[src/rtl/fp_pkg.sv]
// Shared types and helpers for the pipelined floating-point multiplier.
// Latency: n/a (declarations only).
// Backpressure: n/a.
package fp_pkg;

  // Operand classification; subnormals are folded into ZERO.
  typedef enum logic [1:0] {
    ZERO = 2'd0,
    NORM = 2'd1,
    INF  = 2'd2,
    NAN  = 2'd3
  } fp_class_e;

  // Flag vector layout {NV, OF, UF}.
  localparam int FLAG_W  = 3;
  localparam int FLAG_NV = 2;
  localparam int FLAG_OF = 1;
  localparam int FLAG_UF = 0;

  function automatic int fp_bias(input int exp_w);
    return (1 << (exp_w - 1)) - 1;
  endfunction

  // Canonical quiet NaN: sign 0, exponent all ones, only mantissa MSB set.
  // Returned in a wide word; callers keep the low 1+exp_w+man_w bits.
  function automatic logic [63:0] fp_canon_nan(input int exp_w, input int man_w);
    logic [63:0] v;
    v = ((64'd1 << exp_w) - 64'd1) << man_w;
    v = v | (64'd1 << (man_w - 1));
    return v;
  endfunction

endpackage

[src/rtl/fp_mul_pipe_if.sv]
// Operand/result handshake bundle for fp_mul_pipe.
// Latency: n/a (wiring only).
// Backpressure: valid/ready on both the operand and the result side.
interface fp_mul_pipe_if
  import fp_pkg::*;
#(
  parameter int EXP_W = 8,
  parameter int MAN_W = 23
);
  localparam int W = 1 + EXP_W + MAN_W;

  logic              in_valid;
  logic              in_ready;
  logic [W-1:0]      in_a;
  logic [W-1:0]      in_b;
  logic              out_valid;
  logic              out_ready;
  logic [W-1:0]      out_result;
  logic [FLAG_W-1:0] out_flags;

  modport master (
    output in_valid, in_a, in_b, out_ready,
    input  in_ready, out_valid, out_result, out_flags
  );

  modport slave (
    input  in_valid, in_a, in_b, out_ready,
    output in_ready, out_valid, out_result, out_flags
  );
endinterface

[src/rtl/fp_round_pack.sv]
// Round-to-nearest-even a normalised mantissa and pack sign/exponent/mantissa.
// Latency: combinational.
// Backpressure: none (pure function of its inputs).
module fp_round_pack
  import fp_pkg::*;
#(
  parameter int EXP_W = 8,
  parameter int MAN_W = 23
) (
  input  logic                   sign,
  input  logic [MAN_W-1:0]       mant,
  input  logic                   guard,
  input  logic                   sticky,
  input  logic [EXP_W+1:0]       exp_in,
  output logic [EXP_W+MAN_W:0]   word,
  output logic                   of,
  output logic                   uf
);
  localparam int E_W = EXP_W + 2;
  localparam logic signed [E_W-1:0] EMAX = E_W'((1 << EXP_W) - 1);

  logic             inc;
  logic             carry;
  logic [MAN_W-1:0] mant_r;
  logic [E_W-1:0]   exp_r;

  // Round, renormalise on carry-out, then saturate to infinity or flush to zero.
  always_comb begin
    inc             = guard & (sticky | mant[0]);
    {carry, mant_r} = {1'b0, mant} + {{MAN_W{1'b0}}, inc};
    exp_r           = exp_in + {{(E_W-1){1'b0}}, carry};
    of              = 1'b0;
    uf              = 1'b0;
    word            = {sign, exp_r[EXP_W-1:0], mant_r};
    if ($signed(exp_r) >= EMAX) begin
      of   = 1'b1;
      word = {sign, {EXP_W{1'b1}}, {MAN_W{1'b0}}};
    end else if (exp_r[E_W-1] || (exp_r == '0)) begin
      uf   = 1'b1;
      word = {sign, {(EXP_W+MAN_W){1'b0}}};
    end
  end

endmodule

[src/rtl/fp_mul_pipe.sv]
// Three-stage floating-point multiplier: unpack/classify, multiply, round/pack.
// Latency: 3 cycles from operand handshake to out_valid; one result per cycle.
// Backpressure: out_valid & ~out_ready freezes every stage; in_ready = ~stall.
module fp_mul_pipe
  import fp_pkg::*;
#(
  parameter int EXP_W = 8,
  parameter int MAN_W = 23
) (
  input logic          clk,
  input logic          reset,
  fp_mul_pipe_if.slave bus
);
  localparam int W      = 1 + EXP_W + MAN_W;
  localparam int SIG_W  = MAN_W + 1;
  localparam int PROD_W = 2 * SIG_W;
  localparam int E_W    = EXP_W + 2;
  localparam int BIAS   = fp_bias(EXP_W);
  localparam logic [63:0]  NAN64     = fp_canon_nan(EXP_W, MAN_W);
  localparam logic [W-1:0] CANON_NAN = NAN64[W-1:0];

  function automatic fp_class_e classify(input logic [EXP_W-1:0] e, input logic [MAN_W-1:0] m);
    if (e == '0)     return ZERO;
    else if (&e)     return (m == '0) ? INF : NAN;
    else             return NORM;
  endfunction

  logic stall;
  logic out_vld_q;

  assign stall        = out_vld_q & ~bus.out_ready;
  assign bus.in_ready = ~stall;

  // ---------------- S1: unpack / classify ----------------
  logic             s1_vld, s1_sign;
  fp_class_e        s1_cls_a, s1_cls_b;
  logic [EXP_W-1:0] s1_exp_a, s1_exp_b;
  logic [SIG_W-1:0] s1_sig_a, s1_sig_b;

  // ---------------- S2: product / exponent sum ----------------
  logic              s2_vld, s2_sign;
  fp_class_e         s2_cls, cls_c;
  logic [PROD_W-1:0] s2_prod, prod_c;
  logic [E_W-1:0]    s2_esum, esum_c;

  // Combine operand classes into the result class; NaN dominates, 0*inf is NaN.
  always_comb begin
    cls_c = NORM;
    if (s1_cls_a == NAN || s1_cls_b == NAN)
      cls_c = NAN;
    else if ((s1_cls_a == INF && s1_cls_b == ZERO) || (s1_cls_a == ZERO && s1_cls_b == INF))
      cls_c = NAN;
    else if (s1_cls_a == INF || s1_cls_b == INF)
      cls_c = INF;
    else if (s1_cls_a == ZERO || s1_cls_b == ZERO)
      cls_c = ZERO;
  end

  assign prod_c = {{SIG_W{1'b0}}, s1_sig_a} * {{SIG_W{1'b0}}, s1_sig_b};
  assign esum_c = {2'b00, s1_exp_a} + {2'b00, s1_exp_b} - E_W'(BIAS);

  // ---------------- S3: normalise / round / pack ----------------
  logic              norm, guard, sticky;
  logic [MAN_W-1:0]  mant_n;
  logic [E_W-1:0]    exp_n;
  logic [W-1:0]      rp_word, res_nxt, out_result_q;
  logic              rp_of, rp_uf;
  logic [FLAG_W-1:0] flg_nxt, out_flags_q;

  // The product of two [1,2) significands lies in [1,4); its MSB picks the shift.
  always_comb begin
    norm   = s2_prod[PROD_W-1];
    mant_n = norm ? s2_prod[PROD_W-2 -: MAN_W] : s2_prod[PROD_W-3 -: MAN_W];
    guard  = norm ? s2_prod[MAN_W] : s2_prod[MAN_W-1];
    sticky = norm ? (|s2_prod[MAN_W-1:0]) : (|s2_prod[MAN_W-2:0]);
    exp_n  = s2_esum + {{(E_W-1){1'b0}}, norm};
  end

  fp_round_pack #(.EXP_W(EXP_W), .MAN_W(MAN_W)) u_round_pack (
    .sign   (s2_sign),
    .mant   (mant_n),
    .guard  (guard),
    .sticky (sticky),
    .exp_in (exp_n),
    .word   (rp_word),
    .of     (rp_of),
    .uf     (rp_uf)
  );

  // Special classes bypass the rounder with fixed encodings.
  always_comb begin
    res_nxt          = rp_word;
    flg_nxt          = '0;
    flg_nxt[FLAG_OF] = rp_of;
    flg_nxt[FLAG_UF] = rp_uf;
    case (s2_cls)
      NAN: begin
        res_nxt          = CANON_NAN;
        flg_nxt          = '0;
        flg_nxt[FLAG_NV] = 1'b1;
      end
      INF: begin
        res_nxt = {s2_sign, {EXP_W{1'b1}}, {MAN_W{1'b0}}};
        flg_nxt = '0;
      end
      ZERO: begin
        res_nxt = {s2_sign, {(W-1){1'b0}}};
        flg_nxt = '0;
      end
      default: ;
    endcase
  end

  // Valid bits advance together and hold while the output is stalled.
  always_ff @(posedge clk) begin
    if (reset) begin
      s1_vld    <= 1'b0;
      s2_vld    <= 1'b0;
      out_vld_q <= 1'b0;
    end else if (!stall) begin
      s1_vld    <= bus.in_valid;
      s2_vld    <= s1_vld;
      out_vld_q <= s2_vld;
    end
  end

  // Stage data registers; contents behind a cleared valid bit are don't-care.
  always_ff @(posedge clk) begin
    if (!stall) begin
      s1_sign  <= bus.in_a[W-1] ^ bus.in_b[W-1];
      s1_cls_a <= classify(bus.in_a[W-2 -: EXP_W], bus.in_a[MAN_W-1:0]);
      s1_cls_b <= classify(bus.in_b[W-2 -: EXP_W], bus.in_b[MAN_W-1:0]);
      s1_exp_a <= bus.in_a[W-2 -: EXP_W];
      s1_exp_b <= bus.in_b[W-2 -: EXP_W];
      s1_sig_a <= {1'b1, bus.in_a[MAN_W-1:0]};
      s1_sig_b <= {1'b1, bus.in_b[MAN_W-1:0]};
      s2_sign  <= s1_sign;
      s2_cls   <= cls_c;
      s2_prod  <= prod_c;
      s2_esum  <= esum_c;
    end
  end

  // Output register: cleared by reset, frozen while the consumer stalls.
  always_ff @(posedge clk) begin
    if (reset) begin
      out_result_q <= '0;
      out_flags_q  <= '0;
    end else if (!stall) begin
      out_result_q <= res_nxt;
      out_flags_q  <= flg_nxt;
    end
  end

  assign bus.out_valid  = out_vld_q;
  assign bus.out_result = out_result_q;
  assign bus.out_flags  = out_flags_q;

endmodule

[src/flat_wrapper.sv]
// flat-port wrapper written by rule: the top's interface ports become plain ports
module fp_mul_pipe_flat import fp_pkg::*;
#(
  parameter int EXP_W = 8,
  parameter int MAN_W = 23
)
  (clk, reset, bus_in_valid, bus_in_a, bus_in_b, bus_out_ready, bus_in_ready, bus_out_valid, bus_out_result, bus_out_flags);
  fp_mul_pipe_if #(.EXP_W(EXP_W), .MAN_W(MAN_W)) bus_i ();
  input logic clk;
  input logic reset;
  input wire logic [$bits(bus_i.in_valid)-1:0] bus_in_valid;
  input wire logic [$bits(bus_i.in_a)-1:0] bus_in_a;
  input wire logic [$bits(bus_i.in_b)-1:0] bus_in_b;
  input wire logic [$bits(bus_i.out_ready)-1:0] bus_out_ready;
  output wire logic [$bits(bus_i.in_ready)-1:0] bus_in_ready;
  output wire logic [$bits(bus_i.out_valid)-1:0] bus_out_valid;
  output wire logic [$bits(bus_i.out_result)-1:0] bus_out_result;
  output wire logic [$bits(bus_i.out_flags)-1:0] bus_out_flags;
  assign bus_i.in_valid = bus_in_valid;
  assign bus_i.in_a = bus_in_a;
  assign bus_i.in_b = bus_in_b;
  assign bus_i.out_ready = bus_out_ready;
  assign bus_in_ready = bus_i.in_ready;
  assign bus_out_valid = bus_i.out_valid;
  assign bus_out_result = bus_i.out_result;
  assign bus_out_flags = bus_i.out_flags;
  fp_mul_pipe #(.EXP_W(EXP_W), .MAN_W(MAN_W)) u_core (.clk(clk), .reset(reset), .bus(bus_i));
endmodule
[config.mk]
export PLATFORM = sky130hd
export DESIGN_NAME = fp_mul_pipe_flat
export DESIGN_NICKNAME = d
export VERILOG_FILES = /design/src/rtl/fp_pkg.sv /design/src/rtl/fp_mul_pipe_if.sv /design/src/rtl/fp_round_pack.sv /design/src/rtl/fp_mul_pipe.sv /design/src/flat_wrapper.sv
export SDC_FILE = /design/constraint.sdc
export NUM_CORES = 2
export LEC_CHECK = 0
export ABC_AREA = 1
export BUFFER_PORTS_ARGS = -buffer_cell sky130_fd_sc_hd__buf_2
export CAP_MARGIN = 20
export CORE_MARGIN = 2
export CORE_UTILIZATION = 56
export DETAILED_ROUTE_END_ITERATION = 16
export PLACE_DENSITY = 0.7
export SLEW_MARGIN = 25
export SYNTH_ARGS = -nofsm -noshare
export SYNTH_HDL_FRONTEND = slang
export SYNTH_SLANG_ARGS = --single-unit
[constraint.sdc]
create_clock -name clk -period 17.4 [get_ports clk]
set_input_delay 1.74 -clock clk [delete_from_list [all_inputs] [get_ports clk]]
set_output_delay 1.74 -clock clk [all_outputs]
set_load 0.1 [all_outputs]
# Yosys cells after proc, flatten, opt, wreduce, memory -nomap -nowiden
# Cells that the tools add are included.
# word_totals
ff_bits,166
inputBits,68
out_inout_bits,37
elab_cells,80
# op_classes
add_sub_neg,5
multipliers,1
order_cmp,1
n_eq_ne,6
n_mux,16
n_bitwise,8
n_reduce_logical,24
# op_table
operator,n
case mux 32 bit (3 select lines),1
2-to-1 mux 31 bit,2
multiplier 24 x 24 -> 48 bit,1
logical NOT 23 bit,2
adder 23 x 1 -> 24 bit,1
2-to-1 mux 23 bit,1
OR reduction 23 bit,1
OR reduction 22 bit,1
adder 10 x 1 -> 10 bit,2
logical NOT 8 bit,2
AND reduction 8 bit,2
== test 2 bit (second input constant),6
2-to-1 mux 1 bit,11
>= comparator 10 x 9 -> 1 bit (second input constant),1
logical NOT 10 bit,1
subtractor 10 x 7 -> 10 bit (second input constant),1
adder 8 x 8 -> 9 bit,1
OR reduction 2 bit,4
logical NOT 2 bit,3
case mux 3 bit (2 select lines),1
logical OR 1 bit,5
NOT 1 bit,4
OR reduction 3 bit,1
bitwise AND 1 bit,2
other kinds (3),4

# Depth between registers and ports, before layout
# depth
depth_word,11
depth_mapped,29
mapped_depth_nobuf,28

# Hierarchy
# A second synthesis with hierarchy kept.
# unflattened
hier_cells,3571
area_unflattened_um2,27964.3
# modules_own_cells
module,n_inst,cells_per_inst,area_per_inst_um2,seq_area_each_um2
fp_mul_pipe,1,3291,26623.0,4604.4
fp_round_pack,1,280,1341.3,0.0

# Worst setup path before layout
# OpenSTA, ideal clock, no wires.
# synth_timing
path_type,in2out
start,in bus_out_ready
end,out bus_in_ready
t_arrival_ns,6.330
slack_ns,9.330
path_stages,3
cell_sequence,nor2_1 > inv_1 > clkbuf_1
# synth_between
elab_chain_cells,3
# synth_rtl
element,line,rtl
start: declaration,flat_wrapper.sv:14,input wire logic [$bits(bus_i.out_ready)-1:0] bus_out_ready;
NOT 1 bit,fp_mul_pipe.sv:31,assign stall = out_vld_q & ~bus.out_ready;
bitwise AND 1 bit,fp_mul_pipe.sv:31,
NOT 1 bit,fp_mul_pipe.sv:32,assign bus.in_ready = ~stall;
end: declaration,flat_wrapper.sv:15,output wire logic [$bits(bus_i.in_ready)-1:0] bus_in_ready;
# No other way between the ends.

# Worst setup path in the final report
# layout_timing
start,reg u_core.s1_sig_b[10]
end,reg u_core.s2_prod[40] (data pin)
# layout_between
elab_chain_cells,1
# layout_rtl
element,line,rtl
start: declaration,fp_mul_pipe.sv:38,"logic [SIG_W-1:0] s1_sig_a, s1_sig_b;"
start signal: assignment,fp_mul_pipe.sv:136,"s1_sig_b <= {1'b1, bus.in_b[MAN_W-1:0]};"
multiplier 24 x 24 -> 48 bit,fp_mul_pipe.sv:59,"assign prod_c = {{SIG_W{1'b0}}, s1_sig_a} * {{SIG_W{1'b0}}, s1_sig_b};"
named net u_core.prod_c[40],fp_mul_pipe.sv:43,"logic [PROD_W-1:0] s2_prod, prod_c;"
end signal: assignment,fp_mul_pipe.sv:139,s2_prod <= prod_c;
end: declaration,fp_mul_pipe.sv:43,
# The timed path passes the listed nets, and every way through them passes these cells.
# A chain may end at the register's enable or synchronous reset.

==> metrics.md <==
| Metric | Value |
|---|---|
| Status | `complete, no violations` |
| Layout cells sized above 1 | `6.75%` |
| Final hold viol count | `0` |
| EDFF count, synth | `128` |
| Row Count | `80` |
| RD Place Congestion | `0.939` |
| Iter 0 DRT Violations | `1483` |
| Crit path launch type | `flop` |
| Post-Synthesis Cells | `3302` |
| DRT antenna net count | `0` |
| CP Data Arrival Time | `7.35 ns` |
| Final hold slack | `0.429 ns` |
| Synth Cell Area | `27000 sq um` |
| Post-detailed-route via-to-cell ratio | `5.29` |
| Antenna violations before repair | `1` |
| Core area | `47600 sq um` |
| Die Wd | `224 um` |
| Layout overhead on the synthesized area | `7.00%` |
| Worst relative slew slack | `23.2%` |
| Post-synthesis sequential area ratio | `17.1%` |
| Predominant post-synthesis flop cell | `edfxtp_1` |
| Number of global-route vias before repair | `22500` |
| Worst-skew pair later-pin latency | `0.50 ns` |
| Pins Over Slew Limit | `0` |
| Clock Skews | `0.0186 ns` |
| Endpoint class of the critical path | `flop` |
| H-tree Lvls | `4` |
| Post-route minimum period | `7.11 ns` |
| Fin crit share | `40.9%` |
| R2R cell count | `23` |
| Worst-Margin Slew | `1.15 ns` |
| Hold bufs inserted after CTS | `0` |
| Global-route wire length before repair | `119000 um` |
| Clock buffer depth | `2` |
| Clk sinks | `166` |
| DP HPWL | `58300 um` |
| Drt total wl | `73500 um` |
| Gr ovfl total | `0` |
| Ys Warns | `0` |
| Fillers | `4269` |
| # port buffers | `104` |
| Async S/R FF share, synth | `0%` |
| DRC Markers | `0` |
| Synth unique cells | `43` |
| Die H | `224 um` |
| Setup-failing EPs final | `0` |
| Synth Net Count | `4038` |
| Die ar. | `50000 sq um` |
| Postcts setup bufs | `0` |
| Clock Pin Slew Worst Setup and Hold Paths | `0.07 ns` |
| DR pass1 iterations | `6` |
| Cts repair resizes | `0` |
| Hold crit path type | `reg -> reg` |
| Biggest area consumer among synthesized cells | `fa_1` |
| Clock root cell | `clkbuf_16` |
| CTS tree | `done` |
| Largest fanout on the critical path | `24` |
| Final setup TNS | `0 ns` |
| RSZ-0062 raised after global routing | `no` |
| Worst hold stages | `0` |
| Max-cap violation count | `0` |
| Largest net degree at the start of global routing | `79` |
| Avg Inst Size Synth | `8.17 sq um` |
| Effective utilization at floorplan | `56.6%` |
| Seq cells post-synth | `166` |
| CP required | `17.64 ns` |
| F_max | `0.141 GHz` |
| Total track usage | `31.0%` |
| Num CTS Buffers | `17` |
| Top post-synthesis cells by area | `fa_1, edfxtp_1, inv_1` |
| DR vias | `21100` |
| Wirelength per Cell | `18.4 um` |
| Boundary pin count | `105` |
| Synth top area share | `35.9%` |
| WS Path Type | `reg -> reg` |
| Number of nets in the layout | `4100` |
layout make-up:
cell class / count / area, sq um / share of cell area, %
multi-input combinational: 2053 / 18300 / 63.2
clock inverter: 15 / 159 / 0.550
antenna: 1 / 2.50 / 0.00867
inverter: 974 / 3660 / 12.7
timing repair buffer: 152 / 993 / 3.44
sequential: 166 / 4600 / 15.9
tap: 615 / 769 / 2.67
clock buffer: 17 / 425 / 1.47
synth_stat cells (38+ instances only):
master      n
inv_1     973
nand2_1   812
fa_1      484
ha_1      184
nor2_1    130
edfxtp_1  128
a21oi_1   103
clkbuf_1   99
nand3_1    66
o21ai_0    51
xor2_1     42
dfxtp_1    38
state kept, by name, indices dropped and copies added, names as in the netlist:
name,count
u_core.s1_sign,1
u_core.bus.out_result,32
u_core.s1_cls_b,2
u_core.s2_cls,2
u_core.s1_cls_a,2
u_core.s2_sign,1
u_core.bus.out_flags,3
u_core.s1_exp_a,8
u_core.s1_exp_b,8
u_core.s1_sig_b,23
u_core.s1_sig_a,23
u_core.s1_vld,1
u_core.s2_esum,10
u_core.bus.out_valid,1
u_core.s2_vld,1
u_core.s2_prod,48
placed cells by master (no fill, tap or decap), drive strengths merged, types with 4 or more instances in the layout:
cell type	n
nand3	68
nand2	820
xnor2	16
inv	984
o21a	9
clkinv	4
a21oi	103
ha	184
and3	5
nand3b	6
xor2	42
or2	11
nor4	18
nor3	17
edfxtp	128
buf	152
fa	484
a21o	9
o21ai	70
clkbuf	17
nand4	26
dfxtp	38
a31oi	7
nor2	141
o21bai	10
path summary, 6_finish.rpt:
kind | startpoint | to | slack [ns]
hold reg to reg | u_core.s1_sign$_DFFE_PN_ | u_core.s2_sign$_DFFE_PN_ | 0.43
setup / recovery | u_core.s1_sig_b[10]$_DFFE_PN_ | u_core.s2_prod[40]$_DFFE_PN_ | 10.29
setup reg to reg | u_core.s1_sig_b[10]$_DFFE_PN_ | u_core.s2_prod[40]$_DFFE_PN_ | 10.29
hold / removal | u_core.s1_sign$_DFFE_PN_ | u_core.s2_sign$_DFFE_PN_ | 0.43
metrics by stage:
stage	setup slack, ns	util [%]	area [sq um]	instances
3_3_place_gp	10.38	59.0	28100	3950
4_1_cts	10.32	60.3	28700	3985
5_1_grt	10.03	60.6	28900	3992
3_5_place_dp	10.31	59.1	28100	3953
6_report	10.29	60.6	28900	3993
2_1_floorplan	9.33	-	27000	3302
routing by layer:
metal | vias up | GRT usage, % | share of wire [%]
met3 | 136 | 6.52 | 8.3
met5 | - | 0 | 0.018
met1 | 10400 | 41.2 | 42
met4 | 2 | 9.14 | 2.5
met2 | 867 | 51.4 | 47
li1 | 9722 | - | -
logic make-up after synthesis:
logic type | share of synthesized area (%)
AO/OA/AOI/OAI | 4.44
XOR/XNOR | 1.88
adder cells (fa/ha/maj) | 44.4
buffers and inverters | 15.3
flip-flops | 17.1
multiplexers | 0.0371
AND/OR/NAND/NOR | 16.8
worst max-delay path: stages, from the launching register on:
cell and delay (ns):
edfxtp_1 1.11, nand2_1 0.21, fa_1 0.55, fa_1 0.54, inv_1 0.05, fa_1 0.50, inv_1 0.06, fa_1 0.53
inv_1 0.05, fa_1 0.45, fa_1 0.49, inv_1 0.05, fa_1 0.51, inv_1 0.05, ha_1 0.38, a21oi_1 0.22
inv_1 0.06, a21oi_1 0.29, nor2_1 0.07, nor2_1 0.14, nand2_1 0.07, nand2_1 0.09, nand4_1 0.17, xor2_1 0.19
Power is not shown: default switching activity piles up to over one toggle a cycle in this logic, so the estimate is an artifact.
